--- src/rtl/calc_pkg.sv ---
// Shared calculator definitions: button indices, debounce FSM encoding, key priority.
// Latency: n/a (constants and a pure combinational helper).
// Backpressure: n/a.
package calc_pkg;

    localparam int BTN_IDX_W = 3;
    localparam int EV_W      = 8;   // padded event width addressable by a btn_idx_t
    localparam int N_PRIO    = 5;

    typedef logic [BTN_IDX_W-1:0] btn_idx_t;

    localparam btn_idx_t BTN_U = 3'd0;
    localparam btn_idx_t BTN_D = 3'd1;
    localparam btn_idx_t BTN_L = 3'd2;
    localparam btn_idx_t BTN_R = 3'd3;
    localparam btn_idx_t BTN_S = 3'd4;

    typedef enum logic [1:0] {
        RELEASED     = 2'b00,
        PRESS_WAIT   = 2'b01,
        PRESSED      = 2'b10,
        RELEASE_WAIT = 2'b11
    } btn_state_t;

    // Highest priority first; matches the precedence of the mode state machine.
    localparam logic [BTN_IDX_W*N_PRIO-1:0] PRIO_ORDER = {BTN_S, BTN_R, BTN_L, BTN_U, BTN_D};

    // Returns a one-hot grant for the highest-priority raised event (or zero).
    function automatic logic [EV_W-1:0] prio_grant(input logic [EV_W-1:0] ev);
        logic [BTN_IDX_W*N_PRIO-1:0] order;
        logic [EV_W-1:0]             grant;
        logic                        done;
        order = PRIO_ORDER;
        grant = '0;
        done  = 1'b0;
        for (int i = 0; i < N_PRIO; i++) begin
            if (!done && ev[order[BTN_IDX_W*N_PRIO-1 -: BTN_IDX_W]]) begin
                grant[order[BTN_IDX_W*N_PRIO-1 -: BTN_IDX_W]] = 1'b1;
                done = 1'b1;
            end
            order = order << BTN_IDX_W;
        end
        return grant;
    endfunction

endpackage

--- src/rtl/btn_debounce.sv ---
// Single-button synchroniser, tick-based debouncer and hold-to-repeat generator.
// Latency: 2 clk sync, then DB_TICKS ticks to accept a level change; o_event is combinational on the tick edge.
// Backpressure: none; o_event is a one-clk pulse the consumer must take or lose.
module btn_debounce
    import calc_pkg::*;
#(
    parameter int DB_TICKS     = 8,
    parameter int REPEAT_DELAY = 333,
    parameter int REPEAT_RATE  = 66,
    parameter int CNT_W        = 10
) (
    input  logic clk,
    input  logic rst_n,
    input  logic i_tick,
    input  logic i_btn,
    input  logic i_repeat_en,
    output logic o_held,
    output logic o_event
);

    localparam logic [CNT_W-1:0] DB_LAST   = CNT_W'(DB_TICKS - 1);
    localparam logic [CNT_W-1:0] CNT_ONE   = CNT_W'(1);
    localparam logic [CNT_W-1:0] DLY_LIMIT = CNT_W'(REPEAT_DELAY);
    localparam logic [CNT_W-1:0] RATE_LIM  = CNT_W'(REPEAT_RATE);

    logic             r_sync1;
    logic             r_sync2;
    btn_state_t       r_state;
    btn_state_t       w_state_nxt;
    logic [CNT_W-1:0] r_cnt;
    logic [CNT_W-1:0] w_cnt_nxt;
    logic [CNT_W-1:0] w_limit;
    logic             r_rep;       // 0: waiting out the initial delay, 1: in the repeat cadence
    logic             w_rep_nxt;
    logic             w_event;

    // Two-flop synchroniser on the raw pin, runs every clk.
    always_ff @(posedge clk or negedge rst_n) begin
        if (!rst_n) begin
            r_sync1 <= 1'b0;
            r_sync2 <= 1'b0;
        end else begin
            r_sync1 <= i_btn;
            r_sync2 <= r_sync1;
        end
    end

    // FSM state, shared counter and repeat-phase register.
    always_ff @(posedge clk or negedge rst_n) begin
        if (!rst_n) begin
            r_state <= RELEASED;
            r_cnt   <= '0;
            r_rep   <= 1'b0;
        end else begin
            r_state <= w_state_nxt;
            r_cnt   <= w_cnt_nxt;
            r_rep   <= w_rep_nxt;
        end
    end

    // Next-state and raw event; everything advances only on tick.
    always_comb begin
        w_state_nxt = r_state;
        w_cnt_nxt   = r_cnt;
        w_rep_nxt   = r_rep;
        w_event     = 1'b0;
        w_limit     = r_rep ? RATE_LIM : DLY_LIMIT;
        if (i_tick) begin
            case (r_state)
                RELEASED: begin
                    if (r_sync2) begin
                        w_state_nxt = PRESS_WAIT;
                        w_cnt_nxt   = CNT_ONE;
                    end
                end
                PRESS_WAIT: begin
                    if (!r_sync2) begin
                        w_state_nxt = RELEASED;
                        w_cnt_nxt   = '0;
                    end else if (r_cnt == DB_LAST) begin
                        w_state_nxt = PRESSED;
                        w_cnt_nxt   = '0;
                        w_rep_nxt   = 1'b0;
                        w_event     = 1'b1;
                    end else begin
                        w_cnt_nxt = r_cnt + 1'b1;
                    end
                end
                PRESSED: begin
                    if (!r_sync2) begin
                        w_state_nxt = RELEASE_WAIT;
                        w_cnt_nxt   = CNT_ONE;
                    end else if (i_repeat_en) begin
                        if ((r_cnt + 1'b1) == w_limit) begin
                            w_cnt_nxt = '0;
                            w_rep_nxt = 1'b1;
                            w_event   = 1'b1;
                        end else begin
                            w_cnt_nxt = r_cnt + 1'b1;
                        end
                    end else begin
                        // Repeat disabled: park so re-enabling starts from the full delay.
                        w_cnt_nxt = '0;
                        w_rep_nxt = 1'b0;
                    end
                end
                RELEASE_WAIT: begin
                    if (r_sync2) begin
                        // Release glitch: back to held, repeat timing restarts from the delay.
                        w_state_nxt = PRESSED;
                        w_cnt_nxt   = '0;
                        w_rep_nxt   = 1'b0;
                    end else if (r_cnt == DB_LAST) begin
                        w_state_nxt = RELEASED;
                        w_cnt_nxt   = '0;
                    end else begin
                        w_cnt_nxt = r_cnt + 1'b1;
                    end
                end
                default: begin
                    w_state_nxt = RELEASED;
                    w_cnt_nxt   = '0;
                end
            endcase
        end
    end

    assign o_held  = (r_state == PRESSED) || (r_state == RELEASE_WAIT);
    assign o_event = w_event;

endmodule

--- src/rtl/button_conditioner.sv ---
// Calculator button front end: per-button debounce/repeat plus fixed-priority key arbitration.
// Latency: 2 clk sync + DB_TICKS ticks to press; press/any_press registered, held for one tick period.
// Backpressure: none; events losing arbitration on a tick are dropped, not queued.
module button_conditioner
    import calc_pkg::*;
#(
    parameter int N_BTN        = 5,
    parameter int DB_TICKS     = 8,
    parameter int REPEAT_DELAY = 333,
    parameter int REPEAT_RATE  = 66,
    parameter int CNT_W        = 10
) (
    input  logic             clk,
    input  logic             rst_n,
    input  logic             tick,
    input  logic [N_BTN-1:0] btn_raw,
    input  logic [N_BTN-1:0] repeat_en,
    output logic [N_BTN-1:0] held,
    output logic [N_BTN-1:0] press,
    output logic             any_press
);

    logic [N_BTN-1:0] w_held;
    logic [N_BTN-1:0] w_event;
    logic [EV_W-1:0]  w_ev_pad;
    logic [EV_W-1:0]  w_grant;
    logic [N_BTN-1:0] r_press;
    logic             r_any;

    for (genvar g = 0; g < N_BTN; g++) begin : g_btn
        btn_debounce #(
            .DB_TICKS     (DB_TICKS),
            .REPEAT_DELAY (REPEAT_DELAY),
            .REPEAT_RATE  (REPEAT_RATE),
            .CNT_W        (CNT_W)
        ) u_debounce (
            .clk         (clk),
            .rst_n       (rst_n),
            .i_tick      (tick),
            .i_btn       (btn_raw[g]),
            .i_repeat_en (repeat_en[g]),
            .o_held      (w_held[g]),
            .o_event     (w_event[g])
        );
    end

    // Pad the raw events so the priority helper can address them by button index.
    always_comb begin
        w_ev_pad               = '0;
        w_ev_pad[N_BTN-1:0]    = w_event;
    end

    assign w_grant = prio_grant(w_ev_pad);

    // Output registers update only on tick so each event lasts one full tick period.
    always_ff @(posedge clk or negedge rst_n) begin
        if (!rst_n) begin
            r_press <= '0;
            r_any   <= 1'b0;
        end else if (tick) begin
            r_press <= w_grant[N_BTN-1:0];
            r_any   <= |w_grant;
        end
    end

    assign held      = w_held;
    assign press     = r_press;
    assign any_press = r_any;

endmodule

--- config.mk ---
export PLATFORM = sky130hd
export DESIGN_NAME = button_conditioner
export DESIGN_NICKNAME = d
export VERILOG_FILES = /design/src/rtl/calc_pkg.sv /design/src/rtl/btn_debounce.sv /design/src/rtl/button_conditioner.sv
export SDC_FILE = /design/constraint.sdc
export NUM_CORES = 1
export LEC_CHECK = 0
export ABC_AREA = 1
export CAP_MARGIN = 20
export CORE_MARGIN = 10
export CORE_UTILIZATION = 55
export DETAILED_ROUTE_END_ITERATION = 16
export PLACE_DENSITY = 0.76
export SLEW_MARGIN = 40
export SYNTH_ARGS = -nofsm -noshare
export SYNTH_HDL_FRONTEND = slang
export SYNTH_SLANG_ARGS = --single-unit
--- constraint.sdc ---
create_clock -name clk -period 1.93 [get_ports clk]
set_input_delay 0.386 -clock clk [delete_from_list [all_inputs] [get_ports clk]]
set_output_delay 0.386 -clock clk [all_outputs]
set_load 0.005 [all_outputs]
==> flow_summary.html, run 1 <==
<table>
<tr><th>Metric</th><th>Value</th></tr>
<tr><th colspan="2">Timing</th></tr>
<tr><td>Time the worst path needs with I/O delays and setup</td><td>1.989 ns</td></tr>
<tr><td>Measured slew at the worst slew-check pin</td><td>0.5595 ns</td></tr>
<tr><td>F_max</td><td>502.8 MHz</td></tr>
<tr><td># setup viols final</td><td>7</td></tr>
<tr><td>Layout Skew</td><td>0.01075 ns</td></tr>
<tr><td>Final Max Slew Viols</td><td>0</td></tr>
<tr><td>Worst Slack Setup Final</td><td>-0.05877 ns</td></tr>
<tr><td>Hold WS</td><td>0.3476 ns</td></tr>
<tr><td>Final Hold Violating Endpoints</td><td>0</td></tr>
<tr><td>Remaining max-slew budget at the tightest pin</td><td>62.30%</td></tr>
<tr><td>RSZ-0062 raised after global routing</td><td>yes</td></tr>
<tr><td>Share of the cycle needed by the critical path after routing</td><td>103.0%</td></tr>
<tr><th colspan="2">Synth</th></tr>
<tr><td>Commonest cells in the synthesized netlist</td><td>nand2_1 (222), inv_1 (111), dfrtp_1 (81)</td></tr>
<tr><td>Count leader, synth</td><td>nand2_1</td></tr>
<tr><td>Unique masters post-synth</td><td>36</td></tr>
<tr><td>Cell area after synthesis</td><td>5569 sq um</td></tr>
<tr><td>Proportion of synthesized chip area in sequential cells</td><td>36.40%</td></tr>
<tr><td>Share of flip-flops with an asynchronous set or reset</td><td>100.0%</td></tr>
<tr><td>Leading post-synthesis cells by cell area</td><td>dfrtp_1 (36%), nand2_1 (15%), inv_1 (7.5%)</td></tr>
<tr><td>Number of enable-type register cells in the synthesized netlist</td><td>0</td></tr>
<tr><td>Yosys Warn Count</td><td>0</td></tr>
<tr><td>Most frequently used flop master after synthesis</td><td>dfrtp_1</td></tr>
<tr><td>Yosys reg bits</td><td>81</td></tr>
<tr><td>Post-synth top area cell</td><td>dfrtp_1</td></tr>
<tr><td>Synth Area per Inst</td><td>6.944 sq um</td></tr>
<tr><td>Instance count of the mapped netlist</td><td>802</td></tr>
<tr><td>Area share of the largest cell type after synthesis</td><td>36.40%</td></tr>
<tr><td>Synth Net Count</td><td>845</td></tr>
<tr><th colspan="2">Worst setup path</th></tr>
<tr><td>Worst-path cell chain</td><td>ha_4 &gt; nand2_4 &gt; nor2_4 &gt; nand2_1 &gt; nand2_2 &gt; nor2_1 &gt; nand2_1 &gt; nor2_4 &gt; nand2_2 &gt; nor2_4 &gt; o21ai_4 &gt; nand3_1 &gt; o21ai_1</td></tr>
<tr><td>Signal arrival time at the worst endpoint</td><td>2.29 ns</td></tr>
<tr><td>Required time reported for the critical path endpoint</td><td>2.23 ns</td></tr>
<tr><td>Startpoint type of the worst setup path</td><td>register</td></tr>
<tr><td>Worst-path maximum fanout</td><td>8</td></tr>
<tr><td>Register-to-register setup slack</td><td>-0.06 ns</td></tr>
<tr><td>Kind of end point of the critical path</td><td>register</td></tr>
<tr><td>Category of the critical setup timing path</td><td>reg2reg</td></tr>
<tr><td>Most frequent cell on the critical path</td><td>nor2_4</td></tr>
<tr><td>Critical path's largest stage delay</td><td>0.42 ns</td></tr>
<tr><td>Slowest cell on the critical path</td><td>dfrtp_1</td></tr>
<tr><th colspan="2">Cells and area</th></tr>
<tr><td>Final core utilization</td><td>71.46%</td></tr>
<tr><td>Fraction of final layout cells with drive strength greater than 1</td><td>22.88%</td></tr>
<tr><td>Final cell area excluding filler cells</td><td>7017 sq um</td></tr>
<tr><td>Sequential cell area</td><td>2033 sq um</td></tr>
<tr><td>Total inserted antenna cells</td><td>0</td></tr>
<tr><td>Final #Nets</td><td>922</td></tr>
<tr><td>Area growth syn-to-layout</td><td>25.99%</td></tr>
<tr><td>Number of filler instances in the final layout</td><td>772</td></tr>
<tr><td>Area of combinational cells with multiple inputs</td><td>3503 sq um</td></tr>
<tr><th colspan="2">Die</th></tr>
<tr><td>Area enclosed by the die boundary</td><td>14550 sq um</td></tr>
<tr><td>Total I/O pin count</td><td>24</td></tr>
<tr><td>Horizontal extent of the die</td><td>120.6 um</td></tr>
<tr><td>Core Box Area</td><td>9819 sq um</td></tr>
<tr><td>Height of the die</td><td>120.6 um</td></tr>
<tr><td>Number of placement rows</td><td>36</td></tr>
<tr><td>Effective utilization at floorplan</td><td>56.72%</td></tr>
<tr><th colspan="2">Min path</th></tr>
<tr><td>Hold WC Path Type</td><td>reg2reg</td></tr>
<tr><th colspan="2">Clocking</th></tr>
<tr><td>Clock net sink count</td><td>81</td></tr>
<tr><td>Clk root buf</td><td>clkbuf_8</td></tr>
<tr><td>CTS Buffer Depth</td><td>2</td></tr>
<tr><td>Total CTS buffers</td><td>9</td></tr>
<tr><td>Insertion delay of the later-clocked pin in the worst-skew pair</td><td>0.37 ns</td></tr>
<tr><td>Number of H-tree branching levels</td><td>3</td></tr>
<tr><td>Clock edge transition at the registers on the reported setup and hold paths</td><td>0.09 ns</td></tr>
<tr><td>TritonCTS clock tree</td><td>done</td></tr>
<tr><th colspan="2">Routing</th></tr>
<tr><td>Routed wl met2</td><td>7.133 mm</td></tr>
<tr><td>First-pass DRT Iterations</td><td>6</td></tr>
<tr><td>Wire length per cell</td><td>14.07 um</td></tr>
<tr><td>Amount of wire on met3 after detailed routing</td><td>753 um</td></tr>
<tr><td>Total vias in the final route</td><td>5605</td></tr>
<tr><td>Starting DRT DRC Count</td><td>391</td></tr>
<tr><td>Total detailed-routing wirelength</td><td>14.30 mm</td></tr>
<tr><td>Post-route DRC violation count</td><td>0</td></tr>
<tr><td>Routed length on met1</td><td>6.155 mm</td></tr>
<tr><td>Highest routing layer actually used</td><td>met4</td></tr>
<tr><td>Remaining antenna violation count</td><td>0</td></tr>
<tr><td>DR vias/cell</td><td>5.517</td></tr>
<tr><th colspan="2">Global routing</th></tr>
<tr><td>Initial antenna violation count</td><td>0</td></tr>
<tr><td>Pin count of the biggest net entering global routing</td><td>33</td></tr>
<tr><td>Total GRT Usage</td><td>18.48%</td></tr>
<tr><td>GRT Residual Overflow</td><td>0</td></tr>
<tr><td>First-pass GRT wire length</td><td>22.85 mm</td></tr>
<tr><td>Vias in the first global route</td><td>5210</td></tr>
<tr><th colspan="2">Place</th></tr>
<tr><td>Placement Setup Slack</td><td>-0.09858 ns</td></tr>
<tr><td>Count of input and output buffers</td><td>23</td></tr>
<tr><td>Post-placement cell area</td><td>6217 sq um</td></tr>
<tr><td>Final estimated routing congestion in global placement</td><td>0.9263</td></tr>
<tr><td>HPWL reported at the end of detailed placement</td><td>10.16 mm</td></tr>
<tr><th colspan="2">Outcome</th></tr>
<tr><td>Run status</td><td>finished with violations</td></tr>
<tr><td>Violations in the final reports</td><td>setup timing</td></tr>
<tr><th colspan="2">Job</th></tr>
<tr><td>Number of violations of the max-capacitance limit</td><td>0</td></tr>
<tr><th colspan="2">Power and ir drop</th></tr>
<tr><td>Power density normalized to cell area</td><td>1012 nW/um^2</td></tr>
<tr><td>Max rail drop VDD</td><td>0.6829 mV</td></tr>
<tr><td>Leakage</td><td>3.299 nW</td></tr>
</table>
[per-layer routing]
metal | vias up | global-route usage (%)
met5 | - | 0
met1 | 2649 | 22.85
li1 | 2762 | -
met2 | 170 | 31.36
met4 | 0 | 7.768
met3 | 24 | 2.885
[cells in the final DEF, fill, tap and decap left out, types with 4 or more instances in the layout]
cell type / synthesis / layout
xor2_1: 6 / 4
nand3_2: 5 / 12
nand2_2: 7 / 22
nor3_1: 16 / 11
inv_1: 111 / 98
nor2_1: 78 / 58
nand2_1: 222 / 202
buf_6: 0 / 4
o21ai_1: 9 / 20
nor2_2: 7 / 15
nor3_2: 1 / 6
ha_1: 30 / 23
nor2_4: 2 / 14
inv_2: 2 / 15
nand3_4: 0 / 6
o21ai_0: 46 / 29
dfrtp_1: 81 / 76
o21ai_2: 2 / 7
nand3_1: 72 / 59
buf_4: 8 / 51
ha_4: 0 / 6
nand2_4: 0 / 5
o22ai_1: 23 / 21
nand4_1: 23 / 23
or2_2: 6 / 6
dfrtp_2: 0 / 5
clkdlybuf4s50_1: 0 / 17
clkbuf_8: 0 / 10
a31oi_1: 5 / 5
a21oi_1: 18 / 16
[timing repair]
item                       4_1_cts  5_1_grt
hold buffers                     1        0
setup endpoints to repair       32       64
gates resized for setup         27      131
pin swaps                        4       49
hold endpoints to repair        27        0
buffers inserted                 9        5
[where the power goes]
group | leakage [nW] | switching [mW] | total (mW) | internal (mW)
combinational | 2.13 | 2.01 | 3.48 | 1.47
clock | 0.106 | 0.631 | 1.39 | 0.757
sequential | 1.06 | 0.289 | 2.24 | 1.95
[through the flow]
stage               instances  power [mW]  TNS (ns)
floorplan                 802       4.172         0
global placement          988       5.040   -0.1697
detailed placement        988       5.158    -1.637
CTS                      1013       6.663         0
global route             1016       7.609    -3.111
finish                   1016       7.103   -0.2206
[sequential cells by signal (all words and copies together) (netlist names), named ones only]
register / flops
g_btn.u_debounce.r_state: 5
g_btn.u_debounce.r_sync1: 5
any_press: 1
g_btn.u_debounce.r_cnt: 50
press: 5
g_btn.u_debounce.r_sync2: 5
g_btn.u_debounce.r_rep: 5
[layout make-up]
cell class              count  area share, %
clock inverters             3         0.9272
clock buffers              12          2.068
repair buffers             79          9.576
multi-input cells         593          49.93
well taps                 133          2.372
flip-flops and latches     81          28.98
inverters                 115          6.152
[critical path, delay by kind of cell, from the launching register on]
| family | cells | cell delay, ns |
|---|---|---|
| adder cells (fa/ha/maj) | 1 | 0.21 |
| AND/OR/NAND/NOR | 10 | 0.87 |
| AO/OA/AOI/OAI | 2 | 0.43 |
| flip-flops | 1 | 0.42 |
[kinds of logic after synthesis]
kind of cell	share of synthesized area (%)
compound gates	11.44
xor+xnor	0.9436
fa+ha+maj	6.740
buf+inv	9.212
flops	36.40
simple gates	35.27
[path summary, 6_finish.rpt]
| path | start | endpoint | depth (start not counted) |
|---|---|---|---|
| max | g_btn[2].u_debounce.r_cnt[1] | g_btn[2].u_debounce.r_cnt[5] | 13 |
| max in group asynchronous | rst_n | g_btn[2].u_debounce.r_state[0] | 3 |
| min in group asynchronous | rst_n | g_btn[1].u_debounce.r_cnt[8] | 2 |
| min reg2reg | g_btn[2].u_debounce.r_sync1 | g_btn[2].u_debounce.r_sync2 | 0 |
| max reg2reg | g_btn[2].u_debounce.r_cnt[1] | g_btn[2].u_debounce.r_cnt[5] | 13 |
| min | g_btn[2].u_debounce.r_sync1 | g_btn[2].u_debounce.r_sync2 | 0 |
(Power assumes the default switching activity.)
==> run 2, diff against run 1 <==
--- a/config.mk
+++ b/config.mk
@@ -9,9 +9,11 @@
 export CAP_MARGIN = 20
 export CORE_MARGIN = 10
 export CORE_UTILIZATION = 55
+export CTS_CLUSTER_SIZE = 30
 export DETAILED_ROUTE_END_ITERATION = 16
 export PLACE_DENSITY = 0.76
 export SLEW_MARGIN = 40
 export SYNTH_ARGS = -nofsm -noshare
 export SYNTH_HDL_FRONTEND = slang
 export SYNTH_SLANG_ARGS = --single-unit
+export TNS_END_PERCENT = 1
==> flow_summary.html, run 2 (synthesis results as in run 1) <==
<table>
<tr><th>Metric</th><th>Value</th></tr>
<tr><th colspan="2">Cells and area</th></tr>
<tr><td>Final cell area excluding filler cells</td><td>6865 sq um (was 7017 sq um)</td></tr>
<tr><td>Commonest cells after routing, fill and taps aside</td><td>nand2_1 (205), inv_1 (102), dfrtp_1 (78) (was nand2_1 (202), inv_1 (98), dfrtp_1 (76))</td></tr>
<tr><td>Fraction of final layout cells with drive strength greater than 1</td><td>20.71% (was 22.88%)</td></tr>
<tr><td>Number of flip-flops under the largest register name</td><td>50 (unchanged)</td></tr>
<tr><td>Cell Count, Final, Fillers Out</td><td>1012 (was 1016)</td></tr>
<tr><td>Biggest register</td><td>g_btn.u_debounce.r_cnt (unchanged)</td></tr>
<tr><td>Final #Nets</td><td>918 (was 922)</td></tr>
<tr><td>Area growth syn-to-layout</td><td>23.28% (was 25.99%)</td></tr>
<tr><td>Most common library cell in the layout ignoring fill and taps</td><td>nand2_1 (unchanged)</td></tr>
<tr><td>Total inserted antenna cells</td><td>0 (unchanged)</td></tr>
<tr><th colspan="2">Timing</th></tr>
<tr><td>Remaining max-slew budget at the tightest pin</td><td>70.77% (was 62.30%)</td></tr>
<tr><td>Final sum of negative setup slack</td><td>-0.4396 ns (was -0.2206 ns)</td></tr>
<tr><td>F_max</td><td>501.4 MHz (was 502.8 MHz)</td></tr>
<tr><td>Final Max Slew Viols</td><td>0 (unchanged)</td></tr>
<tr><td>Time the worst path needs with I/O delays and setup</td><td>1.994 ns (was 1.989 ns)</td></tr>
<tr><td>Final Hold Violating Endpoints</td><td>0 (unchanged)</td></tr>
<tr><td>Measured slew at the worst slew-check pin</td><td>0.4338 ns (was 0.5595 ns)</td></tr>
<tr><td>RSZ-0062 raised after global routing</td><td>yes (unchanged)</td></tr>
<tr><td>Share of the cycle needed by the critical path after routing</td><td>103.3% (was 103.0%)</td></tr>
<tr><td># setup viols final</td><td>12 (was 7)</td></tr>
<tr><td>Layout Skew</td><td>0.009418 ns (was 0.01075 ns)</td></tr>
<tr><td>Worst Slack Setup Final</td><td>-0.06437 ns (was -0.05877 ns)</td></tr>
<tr><th colspan="2">Power and ir drop</th></tr>
<tr><td>Sum of internal, switching and leakage power</td><td>6.898 mW (was 7.103 mW)</td></tr>
<tr><td>Max rail drop VDD</td><td>0.6683 mV (was 0.6829 mV)</td></tr>
<tr><td>Share of total power in sequential cells</td><td>32.0% (was 31.5%)</td></tr>
<tr><td>Power density normalized to cell area</td><td>1005 nW/um^2 (was 1012 nW/um^2)</td></tr>
<tr><td>Net Switching</td><td>2.811 mW (was 2.926 mW)</td></tr>
<tr><td>Leakage</td><td>3.218 nW (was 3.299 nW)</td></tr>
<tr><td>Clock group share of total power</td><td>19.9% (was 19.5%)</td></tr>
<tr><td>Cell-internal power</td><td>4.087 mW (was 4.176 mW)</td></tr>
<tr><td>Switching fraction of total power</td><td>40.75% (was 41.20%)</td></tr>
<tr><td>Logic pwr share</td><td>48.0% (was 48.9%)</td></tr>
<tr><th colspan="2">Global routing</th></tr>
<tr><td>First-pass GRT wire length</td><td>22.58 mm (was 22.85 mm)</td></tr>
<tr><td>Total GRT Usage</td><td>18.26% (was 18.48%)</td></tr>
<tr><td>Initial antenna violation count</td><td>0 (unchanged)</td></tr>
<tr><td>Pin count of the biggest net entering global routing</td><td>33 (unchanged)</td></tr>
<tr><td>Vias in the first global route</td><td>5159 (was 5210)</td></tr>
<tr><td>GRT Residual Overflow</td><td>0 (unchanged)</td></tr>
<tr><th colspan="2">Place</th></tr>
<tr><td>Post-placement cell area</td><td>6217 sq um (unchanged)</td></tr>
<tr><td>Final estimated routing congestion in global placement</td><td>0.9263 (unchanged)</td></tr>
<tr><td>Inst Count DP</td><td>988 (unchanged)</td></tr>
<tr><td>Count of input and output buffers</td><td>23 (unchanged)</td></tr>
<tr><td>Placement Setup Slack</td><td>-0.09858 ns (unchanged)</td></tr>
<tr><td>HPWL reported at the end of detailed placement</td><td>10.16 mm (unchanged)</td></tr>
<tr><th colspan="2">Outcome</th></tr>
<tr><td>Violations in the final reports</td><td>setup timing (unchanged)</td></tr>
<tr><td>Run status</td><td>finished with violations (unchanged)</td></tr>
<tr><th colspan="2">Clocking</th></tr>
<tr><td>Clk root buf</td><td>clkbuf_8 (unchanged)</td></tr>
<tr><td>TritonCTS clock tree</td><td>done (unchanged)</td></tr>
<tr><td>Clock net sink count</td><td>81 (unchanged)</td></tr>
<tr><td>Insertion delay of the later-clocked pin in the worst-skew pair</td><td>0.37 ns (about the same)</td></tr>
<tr><td>CTS Buffer Depth</td><td>2 (unchanged)</td></tr>
<tr><td>Clock edge transition at the registers on the reported setup and hold paths</td><td>0.08 ns (was 0.09 ns)</td></tr>
<tr><td>Total CTS buffers</td><td>9 (unchanged)</td></tr>
<tr><td>Number of H-tree branching levels</td><td>3 (unchanged)</td></tr>
<tr><th colspan="2">Die</th></tr>
<tr><td>Effective utilization at floorplan</td><td>56.72% (unchanged)</td></tr>
<tr><td>Number of placement rows</td><td>36 (unchanged)</td></tr>
<tr><td>Area enclosed by the die boundary</td><td>14550 sq um (unchanged)</td></tr>
<tr><td>Horizontal extent of the die</td><td>120.6 um (unchanged)</td></tr>
<tr><td>Total I/O pin count</td><td>24 (unchanged)</td></tr>
<tr><td>Height of the die</td><td>120.6 um (unchanged)</td></tr>
<tr><td>Core Box Area</td><td>9819 sq um (unchanged)</td></tr>
<tr><th colspan="2">Worst setup path</th></tr>
<tr><td>Worst-path maximum fanout</td><td>8 (unchanged)</td></tr>
<tr><td>Critical path's largest stage delay</td><td>0.41 ns (was 0.42 ns)</td></tr>
<tr><td>Signal arrival time at the worst endpoint</td><td>2.23 ns (was 2.29 ns)</td></tr>
<tr><td>Critical path buffer and inverter count</td><td>2 (was 0)</td></tr>
<tr><td>Required time reported for the critical path endpoint</td><td>2.17 ns (was 2.23 ns)</td></tr>
<tr><td>Slowest cell on the critical path</td><td>dfrtp_1 (unchanged)</td></tr>
<tr><td>Category of the critical setup timing path</td><td>reg2reg (unchanged)</td></tr>
<tr><td>Kind of end point of the critical path</td><td>register (unchanged)</td></tr>
<tr><td>Worst-path cell chain</td><td>buf_6 &gt; clkinvlp_4 &gt; nor2_4 &gt; nand3_1 &gt; nand2_1 &gt; nand2_2 &gt; a21oi_4 &gt; nand3_4 &gt; o21ai_4 &gt; o22ai_2 (was ha_4 &gt; nand2_4 &gt; nor2_4 &gt; nand2_1 &gt; nand2_2 &gt; nor2_1 &gt; nand2_1 &gt; nor2_4 &gt; nand2_2 &gt; nor2_4 &gt; o21ai_4 &gt; nand3_1 &gt; o21ai_1)</td></tr>
<tr><td>Cell class contributing the biggest share of worst-path delay</td><td>compound AO/OA/AOI/OAI gates (was simple AND/OR/NAND/NOR gates)</td></tr>
<tr><td>Startpoint type of the worst setup path</td><td>register (unchanged)</td></tr>
<tr><th colspan="2">Routing</th></tr>
<tr><td>Starting DRT DRC Count</td><td>379 (was 391)</td></tr>
<tr><td>Routed wl met2</td><td>6.946 mm (was 7.133 mm)</td></tr>
<tr><td>Remaining antenna violation count</td><td>0 (unchanged)</td></tr>
<tr><td>Post-route DRC violation count</td><td>0 (unchanged)</td></tr>
<tr><td>DR vias/cell</td><td>5.573 (was 5.517)</td></tr>
<tr><td>Amount of wire on met3 after detailed routing</td><td>889 um (was 753 um)</td></tr>
<tr><td>Wire length per cell</td><td>14.00 um (was 14.07 um)</td></tr>
<tr><td>Routed length on met1</td><td>6.045 mm (was 6.155 mm)</td></tr>
<tr><td>Highest routing layer actually used</td><td>met4 (unchanged)</td></tr>
<tr><td>Total detailed-routing wirelength</td><td>14.17 mm (was 14.30 mm)</td></tr>
<tr><td>Total vias in the final route</td><td>5640 (was 5605)</td></tr>
<tr><td>First-pass DRT Iterations</td><td>5 (was 6)</td></tr>
<tr><th colspan="2">Min path</th></tr>
<tr><td>Hold WC Path Type</td><td>reg2reg (unchanged)</td></tr>
<tr><th colspan="2">Job</th></tr>
<tr><td>Number of violations of the max-capacitance limit</td><td>0 (unchanged)</td></tr>
</table>
==> run 2: changes by cell type in the layout (fill, tap and decap cells not counted), sizes merged <==
cell      change
clkbuf        -1
clkinvlp      +1
buf           -3
inv           -1
==> run 2: power groups by stage <==
stage,registers [mW],logic [mW],clock network [mW]
after floorplan,2.17,2.00,0
after global routing,2.25,3.72,1.46
after global placement,2.18,2.85,0
after CTS,2.17,3.03,1.39
after detailed placement,2.20,2.96,0
final,2.21,3.31,1.37
==> run 2: path summary, 6_finish.rpt <==
check	from	endpoint	slack, ns	depth (start not counted)
max	g_btn[1].u_debounce.r_cnt[0]	g_btn[1].u_debounce.r_cnt[7]	-0.06	10
min reg2reg	g_btn[0].u_debounce.r_sync1	g_btn[0].u_debounce.r_sync2	0.35	0
max reg2reg	g_btn[1].u_debounce.r_cnt[0]	g_btn[1].u_debounce.r_cnt[7]	-0.06	10
max in group asynchronous	rst_n	g_btn[4].u_debounce.r_cnt[0]	0.84	3
min	g_btn[0].u_debounce.r_sync1	g_btn[0].u_debounce.r_sync2	0.35	0
min in group asynchronous	rst_n	g_btn[1].u_debounce.r_cnt[6]	0.51	2
==> run 2: cell type report <==
type / count / area, sq um
multi-input combinational: 593 / 3392
fill: 812 / 2954
sequential: 81 / 2031
timing repair buffer: 75 / 630.6
inverter: 115 / 435.4
tap: 133 / 166.4
clock buffer: 12 / 145.1
clock inverter: 3 / 65.06
==> run 2: per-stage QoR <==
step,utilization [%],hold slack [ns]
after floorplan,-,0.09041
after CTS,66.09,0.3549
after global routing,69.92,0.3641
after global placement,63.32,0.3327
final,69.92,0.3515
after detailed placement,63.32,0.3373
==> run 2: worst register-to-register path, cell delays in order (launching register included) <==
cell and delay, ns:
dfrtp_1 0.41, buf_6 0.14, clkinvlp_4 0.14, nor2_4 0.21, nand3_1 0.10, nand2_1 0.08, nand2_2 0.09, a21oi_4 0.16
nand3_4 0.11, o21ai_4 0.32, o22ai_2 0.12
==> run 2: per-layer routing <==
metal  vias up  track usage, %
li1       2758               -
met1      2649           22.61
met2       207           30.78
met3        26           2.932
met4         0           7.919
met5         -               0
==> run 2: timing repair <==
item / in CTS / in global routing
gates resized for setup: 22 / 96
hold buffers: 1 / 0
setup endpoints to repair: 32 / 64
pin swaps: 1 / 33
buffers inserted: 4 / 4
hold endpoints to repair: 27 / 0
==> run 3, diff against run 2 <==
--- a/config.mk
+++ b/config.mk
@@ -5,7 +5,7 @@
 export SDC_FILE = /design/constraint.sdc
 export NUM_CORES = 1
 export LEC_CHECK = 0
-export ABC_AREA = 1
+export ABC_AREA = 0
 export CAP_MARGIN = 20
 export CORE_MARGIN = 10
 export CORE_UTILIZATION = 55
==> flow_summary.html, run 3 <==
<table>
<tr><th>Metric</th><th>Value</th></tr>
<tr><th colspan="2">Power and ir drop</th></tr>
<tr><td>Net Switching</td><td>3.149 mW (was 2.811 mW)</td></tr>
<tr><td>Cell-internal power</td><td>4.824 mW (was 4.087 mW)</td></tr>
<tr><td>Switching fraction of total power</td><td>39.49% (was 40.75%)</td></tr>
<tr><td>Sum of internal, switching and leakage power</td><td>7.973 mW (was 6.898 mW)</td></tr>
<tr><td>Leakage</td><td>3.596 nW (was 3.218 nW)</td></tr>
<tr><td>Max rail drop VDD</td><td>0.8024 mV (was 0.6683 mV)</td></tr>
<tr><td>Clock group share of total power</td><td>16.1% (was 19.9%)</td></tr>
<tr><td>Power density normalized to cell area</td><td>1009 nW/um^2 (was 1005 nW/um^2)</td></tr>
<tr><td>Share of total power in sequential cells</td><td>28.1% (was 32.0%)</td></tr>
<tr><td>Logic pwr share</td><td>55.8% (was 48.0%)</td></tr>
<tr><th colspan="2">Cells and area</th></tr>
<tr><td>Number of filler instances in the final layout</td><td>659 (was 812)</td></tr>
<tr><td>Commonest cells after routing, fill and taps aside</td><td>buf_4 (179), dfrtp_1 (74), nor2_1 (50) (was nand2_1 (205), inv_1 (102), dfrtp_1 (78))</td></tr>
<tr><td>Area growth syn-to-layout</td><td>37.75% (was 23.28%)</td></tr>
<tr><td>Total inserted antenna cells</td><td>0 (unchanged)</td></tr>
<tr><td>Most common library cell in the layout ignoring fill and taps</td><td>buf_4 (was nand2_1)</td></tr>
<tr><td>Number of flip-flops under the largest register name</td><td>50 (unchanged)</td></tr>
<tr><td>Final cell area excluding filler cells</td><td>7903 sq um (was 6865 sq um)</td></tr>
<tr><td>Biggest register</td><td>g_btn.u_debounce.r_cnt (unchanged)</td></tr>
<tr><td>Final #Nets</td><td>894 (was 918)</td></tr>
<tr><td>Fraction of final layout cells with drive strength greater than 1</td><td>35.40% (was 20.71%)</td></tr>
<tr><th colspan="2">Place</th></tr>
<tr><td>Final estimated routing congestion in global placement</td><td>0.9082 (was 0.9263)</td></tr>
<tr><td>Count of input and output buffers</td><td>23 (unchanged)</td></tr>
<tr><td>Post-placement cell area</td><td>7348 sq um (was 6217 sq um)</td></tr>
<tr><td>HPWL reported at the end of detailed placement</td><td>11.45 mm (was 10.16 mm)</td></tr>
<tr><th colspan="2">Worst setup path</th></tr>
<tr><td>Kind of end point of the critical path</td><td>register (unchanged)</td></tr>
<tr><td>Worst-path maximum fanout</td><td>5 (was 8)</td></tr>
<tr><td>Signal arrival time at the worst endpoint</td><td>2.67 ns (was 2.23 ns)</td></tr>
<tr><td>Category of the critical setup timing path</td><td>reg2reg (unchanged)</td></tr>
<tr><td>Startpoint type of the worst setup path</td><td>register (unchanged)</td></tr>
<tr><td>Required time reported for the critical path endpoint</td><td>2.19 ns (was 2.17 ns)</td></tr>
<tr><th colspan="2">Routing</th></tr>
<tr><td>DR vias/cell</td><td>5.852 (was 5.573)</td></tr>
<tr><td>Starting DRT DRC Count</td><td>453 (was 379)</td></tr>
<tr><td>Remaining antenna violation count</td><td>0 (unchanged)</td></tr>
<tr><td>First-pass DRT Iterations</td><td>5 (unchanged)</td></tr>
<tr><td>Post-route DRC violation count</td><td>0 (unchanged)</td></tr>
<tr><td>Wire length per cell</td><td>15.91 um (was 14.00 um)</td></tr>
<tr><td>Total detailed-routing wirelength</td><td>15.78 mm (was 14.17 mm)</td></tr>
<tr><td>Total vias in the final route</td><td>5805 (was 5640)</td></tr>
<tr><th colspan="2">Timing</th></tr>
<tr><td>F_max</td><td>415.3 MHz (was 501.4 MHz)</td></tr>
<tr><td>Final Max Slew Viols</td><td>0 (unchanged)</td></tr>
<tr><td>Share of the cycle needed by the critical path after routing</td><td>124.8% (was 103.3%)</td></tr>
<tr><td>Time the worst path needs with I/O delays and setup</td><td>2.408 ns (was 1.994 ns)</td></tr>
<tr><td>Final Hold Violating Endpoints</td><td>0 (unchanged)</td></tr>
<tr><td>Worst Slack Setup Final</td><td>-0.4780 ns (was -0.06437 ns)</td></tr>
<tr><td>Measured slew at the worst slew-check pin</td><td>0.4759 ns (was 0.4338 ns)</td></tr>
<tr><td>Layout Skew</td><td>0.008306 ns (was 0.009418 ns)</td></tr>
<tr><td># setup viols final</td><td>55 (was 12)</td></tr>
<tr><td>RSZ-0062 raised after global routing</td><td>yes (unchanged)</td></tr>
<tr><td>Remaining max-slew budget at the tightest pin</td><td>67.98% (was 70.77%)</td></tr>
<tr><th colspan="2">Synth</th></tr>
<tr><td>Number of enable-type register cells in the synthesized netlist</td><td>0 (unchanged)</td></tr>
<tr><td>Share of flip-flops with an asynchronous set or reset</td><td>100.0% (unchanged)</td></tr>
<tr><td>Most frequently used flop master after synthesis</td><td>dfrtp_1 (unchanged)</td></tr>
<tr><td>Post-synth top area cell</td><td>dfrtp_1 (unchanged)</td></tr>
<tr><td>Commonest cells in the synthesized netlist</td><td>dfrtp_1 (81), nor2_1 (51), nand2_1 (50) (was nand2_1 (222), inv_1 (111), dfrtp_1 (81))</td></tr>
<tr><td>Count leader, synth</td><td>dfrtp_1 (was nand2_1)</td></tr>
<tr><td>Area share of the largest cell type after synthesis</td><td>35.33% (was 36.40%)</td></tr>
<tr><td>Instance count of the mapped netlist</td><td>667 (was 802)</td></tr>
<tr><td>Leading post-synthesis cells by cell area</td><td>dfrtp_1 (35%), ha_1 (6.5%), o21ai_0 (4.1%) (was dfrtp_1 (36%), nand2_1 (15%), inv_1 (7.5%))</td></tr>
<tr><td>Proportion of synthesized chip area in sequential cells</td><td>35.33% (was 36.40%)</td></tr>
<tr><td>Synth Area per Inst</td><td>8.601 sq um (was 6.944 sq um)</td></tr>
<tr><td>Unique masters post-synth</td><td>83 (was 36)</td></tr>
<tr><td>Cell area after synthesis</td><td>5737 sq um (was 5569 sq um)</td></tr>
<tr><td>Yosys Warn Count</td><td>0 (unchanged)</td></tr>
<tr><td>Synth Net Count</td><td>710 (was 845)</td></tr>
<tr><td>Yosys reg bits</td><td>81 (unchanged)</td></tr>
<tr><th colspan="2">Global routing</th></tr>
<tr><td>Total GRT Usage</td><td>21.26% (was 18.26%)</td></tr>
<tr><td>Pin count of the biggest net entering global routing</td><td>44 (was 33)</td></tr>
<tr><td>First-pass GRT wire length</td><td>26.45 mm (was 22.58 mm)</td></tr>
<tr><td>GRT Residual Overflow</td><td>0 (unchanged)</td></tr>
<tr><td>Initial antenna violation count</td><td>0 (unchanged)</td></tr>
<tr><td>Vias in the first global route</td><td>5769 (was 5159)</td></tr>
<tr><th colspan="2">Die</th></tr>
<tr><td>Height of the die</td><td>122.1 um (was 120.6 um)</td></tr>
<tr><td>Core Box Area</td><td>10230 sq um (was 9819 sq um)</td></tr>
<tr><td>Area enclosed by the die boundary</td><td>14920 sq um (was 14550 sq um)</td></tr>
<tr><td>Total I/O pin count</td><td>24 (unchanged)</td></tr>
<tr><td>Horizontal extent of the die</td><td>122.1 um (was 120.6 um)</td></tr>
<tr><td>Effective utilization at floorplan</td><td>56.07% (was 56.72%)</td></tr>
<tr><td>Number of placement rows</td><td>37 (was 36)</td></tr>
<tr><th colspan="2">Clocking</th></tr>
<tr><td>Clk root buf</td><td>clkbuf_8 (unchanged)</td></tr>
<tr><td>Clock edge transition at the registers on the reported setup and hold paths</td><td>0.08 ns (about the same)</td></tr>
<tr><td>Number of H-tree branching levels</td><td>3 (unchanged)</td></tr>
<tr><td>Clock net sink count</td><td>81 (unchanged)</td></tr>
<tr><td>TritonCTS clock tree</td><td>done (unchanged)</td></tr>
<tr><td>CTS Buffer Depth</td><td>2 (unchanged)</td></tr>
<tr><td>Total CTS buffers</td><td>9 (unchanged)</td></tr>
<tr><td>Insertion delay of the later-clocked pin in the worst-skew pair</td><td>0.38 ns (was 0.37 ns)</td></tr>
<tr><th colspan="2">Job</th></tr>
<tr><td>Number of violations of the max-capacitance limit</td><td>0 (unchanged)</td></tr>
<tr><th colspan="2">Outcome</th></tr>
<tr><td>Violations in the final reports</td><td>setup timing (unchanged)</td></tr>
<tr><td>Run status</td><td>finished with violations (unchanged)</td></tr>
<tr><th colspan="2">Min path</th></tr>
<tr><td>Hold WC Path Type</td><td>reg2reg (unchanged)</td></tr>
</table>
run 3: cell types whose count changed after synthesis, sizes merged, moves of 20 or more:
| cell | before | now |
|---|---|---|
| o22ai | 23 | 1 |
| nand3 | 77 | 37 |
| a21oi | 19 | 41 |
| inv | 113 | 35 |
| a21o | 0 | 20 |
| nor2 | 87 | 52 |
| nand2 | 229 | 50 |
run 3: power by group through the flow:
stage	clock (mW)	sequential [mW]	combinational (mW)
after global placement	0	2.19	3.79
after CTS	1.30	2.22	4.28
after detailed placement	0	2.22	4.00
final	1.28	2.24	4.45
after floorplan	0	2.25	2.22
after global routing	1.37	2.27	4.87
run 3: logic make-up after synthesis:
kind of cell	synth area share (%)
mux	2.377
buf+inv	6.390
compound gates	21.11
simple gates	24.89
flops	35.33
fa+ha+maj	6.543
xor+xnor	3.359
run 3: area by class of cell:
cell class	count	area, sq um	share of cell area [%]
well taps	136	170.2	2.153
clock inverters	5	55.05	0.6966
multi-input cells	513	3690	46.69
flip-flops and latches	81	2036	25.76
repair buffers	210	1675	21.20
inverters	36	135.1	1.710
clock buffers	11	141.4	1.789
run 3: worst paths after layout:
path / slack, ns / startpoint / cells after the start / to
worst max-delay path: -0.48 / g_btn[0].u_debounce.r_cnt[1] / 9 / press[1]
worst min-delay path: 0.35 / g_btn[3].u_debounce.r_sync1 / 0 / g_btn[3].u_debounce.r_sync2
worst max register to register: -0.48 / g_btn[0].u_debounce.r_cnt[1] / 9 / press[1]
worst min register to register: 0.35 / g_btn[3].u_debounce.r_sync1 / 0 / g_btn[3].u_debounce.r_sync2
max in group asynchronous: 0.89 / rst_n / 3 / asynchronous set/reset pin
min in group asynchronous: 0.46 / rst_n / 2 / g_btn[1].u_debounce.r_cnt[1]
run 3: worst max-delay path: stages, from the launching register on:
cell       delay [ns]
dfrtp_1          0.42
ha_4             0.18
buf_4            0.13
nand4_4          0.10
xnor2_1          0.15
or4_4            0.56
buf_4            0.17
o31ai_1          0.31
or4_1            0.20
o2bb2ai_1        0.07
run 3: per-stage QoR:
stage	setup WS (ns)	setup TNS (ns)	std cells	util [%]	hold WS (ns)
CTS	-0.4951	-14.31	991	76.35	0.3533
global placement	-0.4181	-16.17	971	71.82	0.3037
global route	-0.5871	-21.71	992	77.24	0.3630
finish	-0.4780	-15.36	992	77.24	0.3518
floorplan	-0.4396	-15.40	667	-	0.09041
detailed placement	-0.5069	-19.68	971	71.82	0.3102
run 3: metal layers:
layer / vias up / wire length, um / GRT usage, %
li1: 2794 / - / -
met4: 0 / 393 / 8.027
met3: 40 / 630 / 3.932
met5: - / 0 / 0
met2: 160 / 8043 / 37.21
met1: 2811 / 6715 / 25.35
run 3: timing repair:
action,4_1_cts,5_1_grt
setup endpoints to repair,63,70
gates resized for setup,91,31
hold buffers,1,0
hold endpoints to repair,21,0
buffers inserted,3,1
pin swaps,26,16
